### src/rtl/fft_peak_reader.sv
// Result-side reader for the in-place FFT: streams a frame, finds the peak |X|^2 bin.
// Optional threshold detector is enabled with the FFT_PEAK_THRESH_EN macro.
module fft_peak_reader #(
  parameter int WIDTH  = 10,
  parameter int POINTS = 32
) (
  input  logic                        clk,
  input  logic                        reset,
`ifdef FFT_PEAK_THRESH_EN
  input  logic [2*WIDTH:0]            thresh,
  output logic                        peak_det,
`endif
  input  logic                        outp_ready,
  input  logic                        datao_valid,
  input  logic signed [WIDTH-1:0]     datao_re,
  input  logic signed [WIDTH-1:0]     datao_im,
  output logic                        read_outp,
  output logic                        busy,
  output logic                        peak_valid,
  output logic [2*WIDTH:0]            peak_mag,
  output logic [$clog2(POINTS)-1:0]   peak_idx,
  output logic                        frame_err,
  output logic [15:0]                 frame_cnt
);

  localparam int LOGPTS = $clog2(POINTS);
  localparam int MAGW   = 2*WIDTH+1;
  localparam int SQW    = 2*WIDTH;
  localparam logic [LOGPTS:0] CNT_FULL = (LOGPTS+1)'(POINTS);
  localparam logic [LOGPTS:0] CNT_SAT  = (LOGPTS+1)'(POINTS+1);

  typedef enum logic [1:0] {IDLE, READ, DRAIN, REPORT} state_t;

  state_t             state_q, state_d;
  logic               ready_q;
  logic               drain_q;
  logic [LOGPTS:0]    cnt_q;
  logic               take;
  logic               start;

  logic               vld_p1;
  logic [SQW-1:0]     sq_re_p1, sq_im_p1;
  logic [LOGPTS-1:0]  idx_p1;
  logic [MAGW-1:0]    sum_p1;
  logic [MAGW-1:0]    max_mag_p2;
  logic [LOGPTS-1:0]  max_idx_p2;

  // Most-negative input squares to 2^(2*WIDTH-2), still positive in SQW signed bits.
  function automatic logic [SQW-1:0] square(input logic signed [WIDTH-1:0] v);
    logic signed [SQW-1:0] p;
    p = SQW'(v) * SQW'(v);
    return p;
  endfunction

  function automatic logic [MAGW-1:0] mag_sum(input logic [SQW-1:0] a, input logic [SQW-1:0] b);
    return {1'b0, a} + {1'b0, b};
  endfunction

  assign start  = (state_q == IDLE) && outp_ready;
  assign take   = (state_q == READ) && datao_valid && (cnt_q < CNT_FULL);
  assign sum_p1 = mag_sum(sq_re_p1, sq_im_p1);

  always_comb begin
    state_d   = state_q;
    read_outp = 1'b0;
    busy      = (state_q != IDLE);
    case (state_q)
      IDLE:    if (outp_ready) state_d = READ;
      READ: begin
        read_outp = 1'b1;
        if (ready_q && !outp_ready) state_d = DRAIN;
      end
      DRAIN:   if (drain_q) state_d = REPORT;
      REPORT:  state_d = IDLE;
      default: state_d = IDLE;
    endcase
  end

  always_ff @(posedge clk or posedge reset) begin
    if (reset) begin
      state_q    <= IDLE;
      ready_q    <= 1'b0;
      drain_q    <= 1'b0;
      cnt_q      <= '0;
      vld_p1     <= 1'b0;
      peak_valid <= 1'b0;
      frame_err  <= 1'b0;
      peak_mag   <= '0;
      peak_idx   <= '0;
      frame_cnt  <= '0;
`ifdef FFT_PEAK_THRESH_EN
      peak_det   <= 1'b0;
`endif
    end else begin
      state_q    <= state_d;
      ready_q    <= outp_ready;
      drain_q    <= (state_q == DRAIN) ? ~drain_q : 1'b0;
      vld_p1     <= take;
      peak_valid <= 1'b0;
      frame_err  <= 1'b0;
      // Counter keeps running past POINTS so oversize frames are recognisable.
      if (start)
        cnt_q <= '0;
      else if ((state_q == READ) && datao_valid && (cnt_q != CNT_SAT))
        cnt_q <= cnt_q + (LOGPTS+1)'(1);
      if (state_q == REPORT) begin
        frame_cnt <= frame_cnt + 16'd1;
        if (cnt_q == CNT_FULL) begin
          peak_valid <= 1'b1;
          peak_mag   <= max_mag_p2;
          peak_idx   <= max_idx_p2;
`ifdef FFT_PEAK_THRESH_EN
          peak_det   <= (max_mag_p2 > thresh);
`endif
        end else begin
          frame_err  <= 1'b1;
        end
      end
    end
  end

  // Stage 1: squares of the accepted sample
  always_ff @(posedge clk) begin
    if (take) begin
      sq_re_p1 <= square(datao_re);
      sq_im_p1 <= square(datao_im);
      idx_p1   <= cnt_q[LOGPTS-1:0];
    end
  end

  // Stage 2: sum and running max; strict compare keeps the lowest index on ties
  always_ff @(posedge clk) begin
    if (start) begin
      max_mag_p2 <= '0;
      max_idx_p2 <= '0;
    end else if (vld_p1 && ((idx_p1 == '0) || (sum_p1 > max_mag_p2))) begin
      max_mag_p2 <= sum_p1;
      max_idx_p2 <= idx_p1;
    end
  end

endmodule
### config.mk
export PLATFORM = sky130hd
export DESIGN_NAME = fft_peak_reader
export DESIGN_NICKNAME = d
export VERILOG_FILES = /design/src/rtl/fft_peak_reader.sv
export SDC_FILE = /design/constraint.sdc
export NUM_CORES = 1
export LEC_CHECK = 0
export ABC_CLOCK_PERIOD_IN_PS = 5650
export BUFFER_PORTS_ARGS = -buffer_cell sky130_fd_sc_hd__buf_2
export CAP_MARGIN = 15
export CORE_MARGIN = 3
export CORE_UTILIZATION = 35
export DETAILED_ROUTE_END_ITERATION = 16
export GPL_ROUTABILITY_DRIVEN = 0
export HOLD_SLACK_MARGIN = 0.06
export SYNTH_ARGS = -nofsm -noshare
export SYNTH_HDL_FRONTEND = slang
export SYNTH_SLANG_ARGS = --single-unit
### constraint.sdc
create_clock -name clk -period 5.65 [get_ports clk]
set_clock_uncertainty 0.2 [all_clocks]
set_input_delay 0.2825 -clock clk [delete_from_list [all_inputs] [get_ports clk]]
set_output_delay 0.2825 -clock clk [all_outputs]
set_load 0.1 [all_outputs]
==> Word level (Yosys, flattened, before mapping) <==
Cells that the tools add are included.
W data, S select, Z words.
{ "classes": {"add_sub_neg": 3, "n_mul": 2, "n_div": 0, "order_cmp": 2, "eq_ne": 8, "n_shift": 0, "mux": 12, "bitwise_logic": 1, "n_reduce_logical": 14} }
{ "op_table": {"columns": ["operator", "n"], "rows": [
  ["$mul A10 B10 Y20", 2],
  ["$add A20 B20 Y21", 1],
  ["$gt A21 B21 Y1", 1],
  ["$add A16 B1 Y16 const B", 1],
  ["$mux W6", 2],
  ["$pmux W2 S4", 1],
  ["$add A6 B1 Y6 const B", 1],
  ["$eq A6 B6 Y1 const B", 1],
  ["$logic_and A1 B1 Y1", 6],
  ["$lt A6 B6 Y1 const B", 1],
  ["$mux W1", 6],
  ["$mux W2", 3],
  ["$ne A2 B2 Y1 const B", 3],
  ["$ne A6 B6 Y1 const B", 1],
  ["$logic_not A5 Y1", 1],
  ["$eq A2 B2 Y1 const B", 2],
  ["$reduce_bool A2 Y1", 2],
  ["$reduce_and A3 Y1", 1],
  ["$eq A2 B1 Y1 const B", 1],
  ["$logic_not A2 Y1", 1],
  ["$reduce_and A2 Y1", 1],
  ["$logic_not A1 Y1", 1],
  ["$logic_or A1 B1 Y1", 1],
  ["$not A1 Y1", 1]
]} }
{ "word_totals": {"regBits": 126, "latchBits": 0, "ram_bits": 0, "rom_bits": 0, "in_bits": 24, "output_inout_bits": 46, "elab_cells": 57, "memories": 0} }

==> Longest topological paths before layout <==
{ "logic_depth": {"depth_word": 5, "ltp_mapped": 21, "mapped_depth_nobuf": 20} }

==> Worst setup path before layout <==
OpenSTA, ideal clock, no wires.
{ "synth_path": {"path_kind": "in2reg", "startpoint": "input datao_re[9]", "endpoint": "register sq_re_p1[19] (data pin)", "setup_ns": 0.260, "arrival_ns": 5.019, "t_required_ns": 5.190, "slack_ns": 0.171, "stages": 19, "path_buffers": 1, "path_cell_list": "clkbuf_1 -> nand2b_1 -> fa_1 -> fa_1 -> inv_1 -> fa_1 -> fa_1 -> inv_1 -> fa_1 -> inv_1 -> ha_1 -> or3_1 -> o21ai_0 -> a21oi_1 -> a41o_1 -> o41ai_4 -> o211ai_1 -> a21oi_1 -> xnor2_1"} }
{ "synth_via": {"elab_chain_cells": 1} }
{ "synth_lines": {"columns": ["item", "line_no", "rtl"], "rows": [
  ["start: declaration", "15", "input logic signed [WIDTH-1:0] datao_re,"],
  ["$mul A10 B10 Y20", "51", "p = SQW'(v) * SQW'(v);"],
  ["end signal: assignment", "125", "sq_re_p1 <= square(datao_re);"],
  ["end: declaration", "42", "logic [SQW-1:0] sq_re_p1, sq_im_p1;"]
]} }
Every way passes these cells.
A chain may end at the register's enable or synchronous reset.

==> Worst setup path in the final report <==
{ "layout_path": {"startpoint": "input datao_re[0]", "endpoint": "register sq_re_p1[19] (data pin)"} }
Same word-level chain as after synthesis.

==> Implementation_results.wiki <==
{| class="wikitable"
! Metric !! Value
|-
| Run status || complete, no violations
|-
| Crit Path Category || in -> reg
|-
| HPWL after DPL || 20,800 um
|-
| Horizontal die dimension || 199 um
|-
| Instance count of the mapped netlist || 1,365
|-
| Post-Synth XOR/XNOR Area || 5.47%
|-
| Antenna violations before repair || 0
|-
| Tightest slew margin relative to the limit || 52.3%
|-
| R2r startpoint || sq_re_p1[3]
|-
| Area of the multi-input gates || 0.00854 mm2
|-
| Final non-filler cell area || 0.0147 mm2
|-
| Synth-to-layout area growth || 12.9%
|-
| Hold/Removal Path Class || in -> reg
|-
| Largest net degree at the start of global routing || 56
|-
| Total stage count of the critical path || 20
|-
| Chip height || 199 um
|-
| Number of global-route vias before repair || 9,216
|-
| Sequential fraction of the synthesis area || 24.6%
|-
| Critical-path cell with the highest stage delay || fa_1
|-
| Crit path buffers/inverters || 5
|-
| Cell with the most instances after synthesis || inv_1
|-
| Area used by sequential logic in the layout || 0.00319 mm2
|-
| Area fraction in compound gates after synthesis || 8.77%
|-
| Asr flop ratio synth || 44.4%
|-
| Clock tree from TritonCTS || yes
|-
| Share of synthesized cell area in full adder, half adder and majority cells || 38.7%
|-
| Total standard cell area after synthesis || 0.0130 mm2
|-
| Leakage power figure || 7.44 nW
|-
| Count of state elements after synthesis || 124
|-
| Post-route fraction of the period consumed by the critical path || 96.3%
|-
| Number of primary I/O pins || 70
|-
| Largest buffer count on any clock path || 2
|-
| Wire length of the first global-routing pass || 43,000 um
|-
| Routed WL || 25,400 um
|-
| Mean cell area of the mapped netlist || 9.51 um2
|-
| Vias post-DR || 8,998
|-
| Count of endpoints failing hold in the final timing report || 0
|-
| Antenna Diode Count || 0
|-
| Routed wire per std cell || 13.2 um
|-
| Cell taking the most area after synthesis || fa_1
|-
| Distinct cell type count of the synthesized netlist || 63
|-
| Site Rows || 69
|-
| RSZ-0062 raised after global routing || false
|-
| Kind of capture point of the worst setup path || flop
|-
| Uppermost signal routing layer after detailed routing || met4
|-
| Deepest level of the CTS H-tree || 4
|-
| Non-filler cells, final || 1,922
|-
| Main combinational cell family by area after synthesis || adder cells
|-
| Max Slew Vio Count || 0
|-
| GRT Util Overall || 13.3%
|-
| Maximum fanout count along the critical path || 2
|-
| CTS Buf Count || 17
|-
| Beginning of the worst hold path || datao_valid
|-
| Cell area power density || 621 mW/mm2
|-
| Net count reported at finish || 1,778
|-
| Dominant cells by area after synthesis || fa_1 (25%), ha_1 (14%), dfrtp_1 (11%)
|-
| Fillers || 3,534
|-
| Measured slew at the worst slew-check pin || 0.713 ns
|-
| Max incr delay on CP || 0.54 ns
|-
| Share of layout cells above drive strength 1 || 10.6%
|-
| Most repeated library cell on the critical path || fa_1
|-
| Kind of cell adding the most delay to the critical path || adder cells
|-
| Startpoint types || input port
|-
| Overall Power || 9.11 mW
|-
| Top cells by instance count after synthesis || inv_1 (315), fa_1 (159), ha_1 (147), nand2_1 (140), nor2_1 (65)
|-
| Die Outline Area || 0.0394 mm2
|-
| Arrival time worst endpoint || 5.39 ns
|-
| Setup TNS after final layout || 0 ns
|-
| R2r worst-path depth || 16
|-
| Worst hold-check slack || 0.140 ns
|-
| Remaining global-route overflow || 0
|-
| Placed cell count || 1,883
|-
| Post-detailed-placement cell area || 0.0139 mm2
|-
| Final period demand of the worst path || 5.44 ns
|-
| Fraction of synthesized cell area taken by the top area cell type || 24.5%
|-
| Clock Pin Slew Worst Setup and Hold Paths || 0.06 ns
|-
| Worst setup startpoint || datao_re[0]
|-
| Flip-flop cell with the highest count after synthesis || dfrtp_1
|-
| Number of cells traversed by the worst hold path || 3
|-
| Root Driver || clkbuf_16
|-
| Count of max-cap constraint violations || 0
|-
| Number of violations reported at the end of detailed-routing iteration 0 || 387
|-
| Clock net sink count || 124
|-
| Routed met2 length || 12,800 um
|-
| First-pass iteration count of the detailed router || 5
|-
| Clock insertion delay at the later pin of the skew report || 0.42 ns
|-
| DRC Markers || 0
|-
| Nets in the synthesized netlist || 1,695
|-
| Port Buffer Count || 69
|-
| Effective utilization at floorplan || 36.0%
|-
| Via density per instance || 4.68
|-
| Post-synthesis mux area share || 0.791%
|-
| DRT met1 WL || 11,500 um
|-
| Number of enable flip-flop cells after synthesis || 43
|-
| Post-Synth Simple-Gate Area || 11.6%
|-
| FMAX || 184 MHz
|-
| Critical path cell sequence || dlygate4sd3_1, buf_2, nand2b_1, fa_1, fa_1, inv_1, fa_1, fa_1, inv_1, fa_1, inv_1, ha_1, or3_1, o21ai_1, a21oi_2, a41o_1, o41ai_4, o211ai_1, a21oi_1, xnor2_1
|-
| Final-report setup violation count || 0
|-
| Max VDD drop || 0.000380 V
|-
| Number of routed nets with antenna violations || 0
|-
| Area inside the core boundary || 0.0361 mm2
|-
| YS warnings || 0
|-
| Detail Route met3 WL || 746 um
|-
| CP required || 5.60 ns
|}
power by group:
part           total [mW]  switching (mW)  internal, mW
sequential           1.55           0.137          1.41
clock                1.07           0.405         0.663
combinational        6.49            3.72          2.77
total                9.11            4.27          4.84
path summary, 6_finish.rpt:
check	to	slack [ns]
worst min register to register	drain_q	0.22
max in group asynchronous	cnt_q[4]	4.39
worst max register to register	max_mag_p2[20]	0.67
worst max-delay path	sq_re_p1[19]	0.21
worst min-delay path	vld_p1	0.14
min in group asynchronous	frame_cnt[15]	0.39
routing by layer:
layer	up-vias	global-route usage [%]
met2	125	23.7
li1	4466	-
met4	0	2.97
met3	23	1.81
met1	4384	17.3
met5	-	0
layout by cell type (no fill, tap or decap), types with 3 or more instances in the layout:
cell type,netlist,routed
edfxtp_1,43,43
o21ai_0,53,50
dfrtp_1,55,55
mux2i_1,8,8
o21bai_1,5,5
a31oi_1,5,4
nor3_1,17,17
a21o_1,14,14
clkinv_2,0,3
xor2_1,19,19
and3_1,8,8
a21oi_2,2,4
nor2_1,65,64
ha_1,147,145
dlygate4sd3_1,0,4
or2_2,3,3
o21a_1,9,9
clkbuf_16,0,17
inv_1,315,314
fa_1,159,159
o21ai_1,2,5
nand2b_1,12,12
nor2b_1,9,9
buf_2,2,68
inv_6,0,3
nand4_1,12,12
nand2_1,140,140
dfxtp_1,26,26
xnor2_1,62,61
and2_1,32,30
nand3_1,16,16
buf_4,1,21
a21oi_1,49,47
worst min-delay path, cell delays in order:
cell     delay [ns]
buf_2          0.09
nand2_1        0.16
nor2_4         0.14
registers in the layout (all words and copies together), names as in the netlist:
signal / count
max_mag_p2: 21
peak_mag: 21
sq_im_p1: 19
sq_re_p1: 19
frame_cnt: 16
cnt_q: 6
idx_p1: 5
max_idx_p2: 5
peak_idx: 5
state_q: 2
drain_q: 1
frame_err: 1
peak_valid: 1
ready_q: 1
vld_p1: 1
stage by stage:
stage	utilization [%]	worst slack, ns
final	40.6	0.209
after floorplan	-	0.171
after CTS	40.3	0.0409
after detailed placement	38.6	-0.0165
after global placement	38.6	0.0459
after global routing	40.6	0.00531
final cells by class:
cell class / count / share of cell area [%]
multi-input cells: 894 / 58.3
inverters: 315 / 8.07
repair buffers: 96 / 3.96
clock buffers: 19 / 3.02
well taps: 461 / 3.94
clock inverters: 13 / 0.948
flip-flops and latches: 124 / 21.8
logic make-up (layout without fill, tap and decap cells):
group           after synthesis  in the layout
xor+xnor                     81             81
mux                          10             10
fa+ha+maj                   306            306
simple gates                326            326
buf+inv                     347            443
compound gates              171            171
flops                       124            124
repair_timing:
action                                  4_1_cts  5_1_grt
setup buffers                                 0        2
endpoints found under the setup margin        0        6
gates resized for setup                       0       18
hold buffers                                  4        0
hold endpoints to repair                     58        0
No activity file was read; power rests on OpenSTA's default activity.
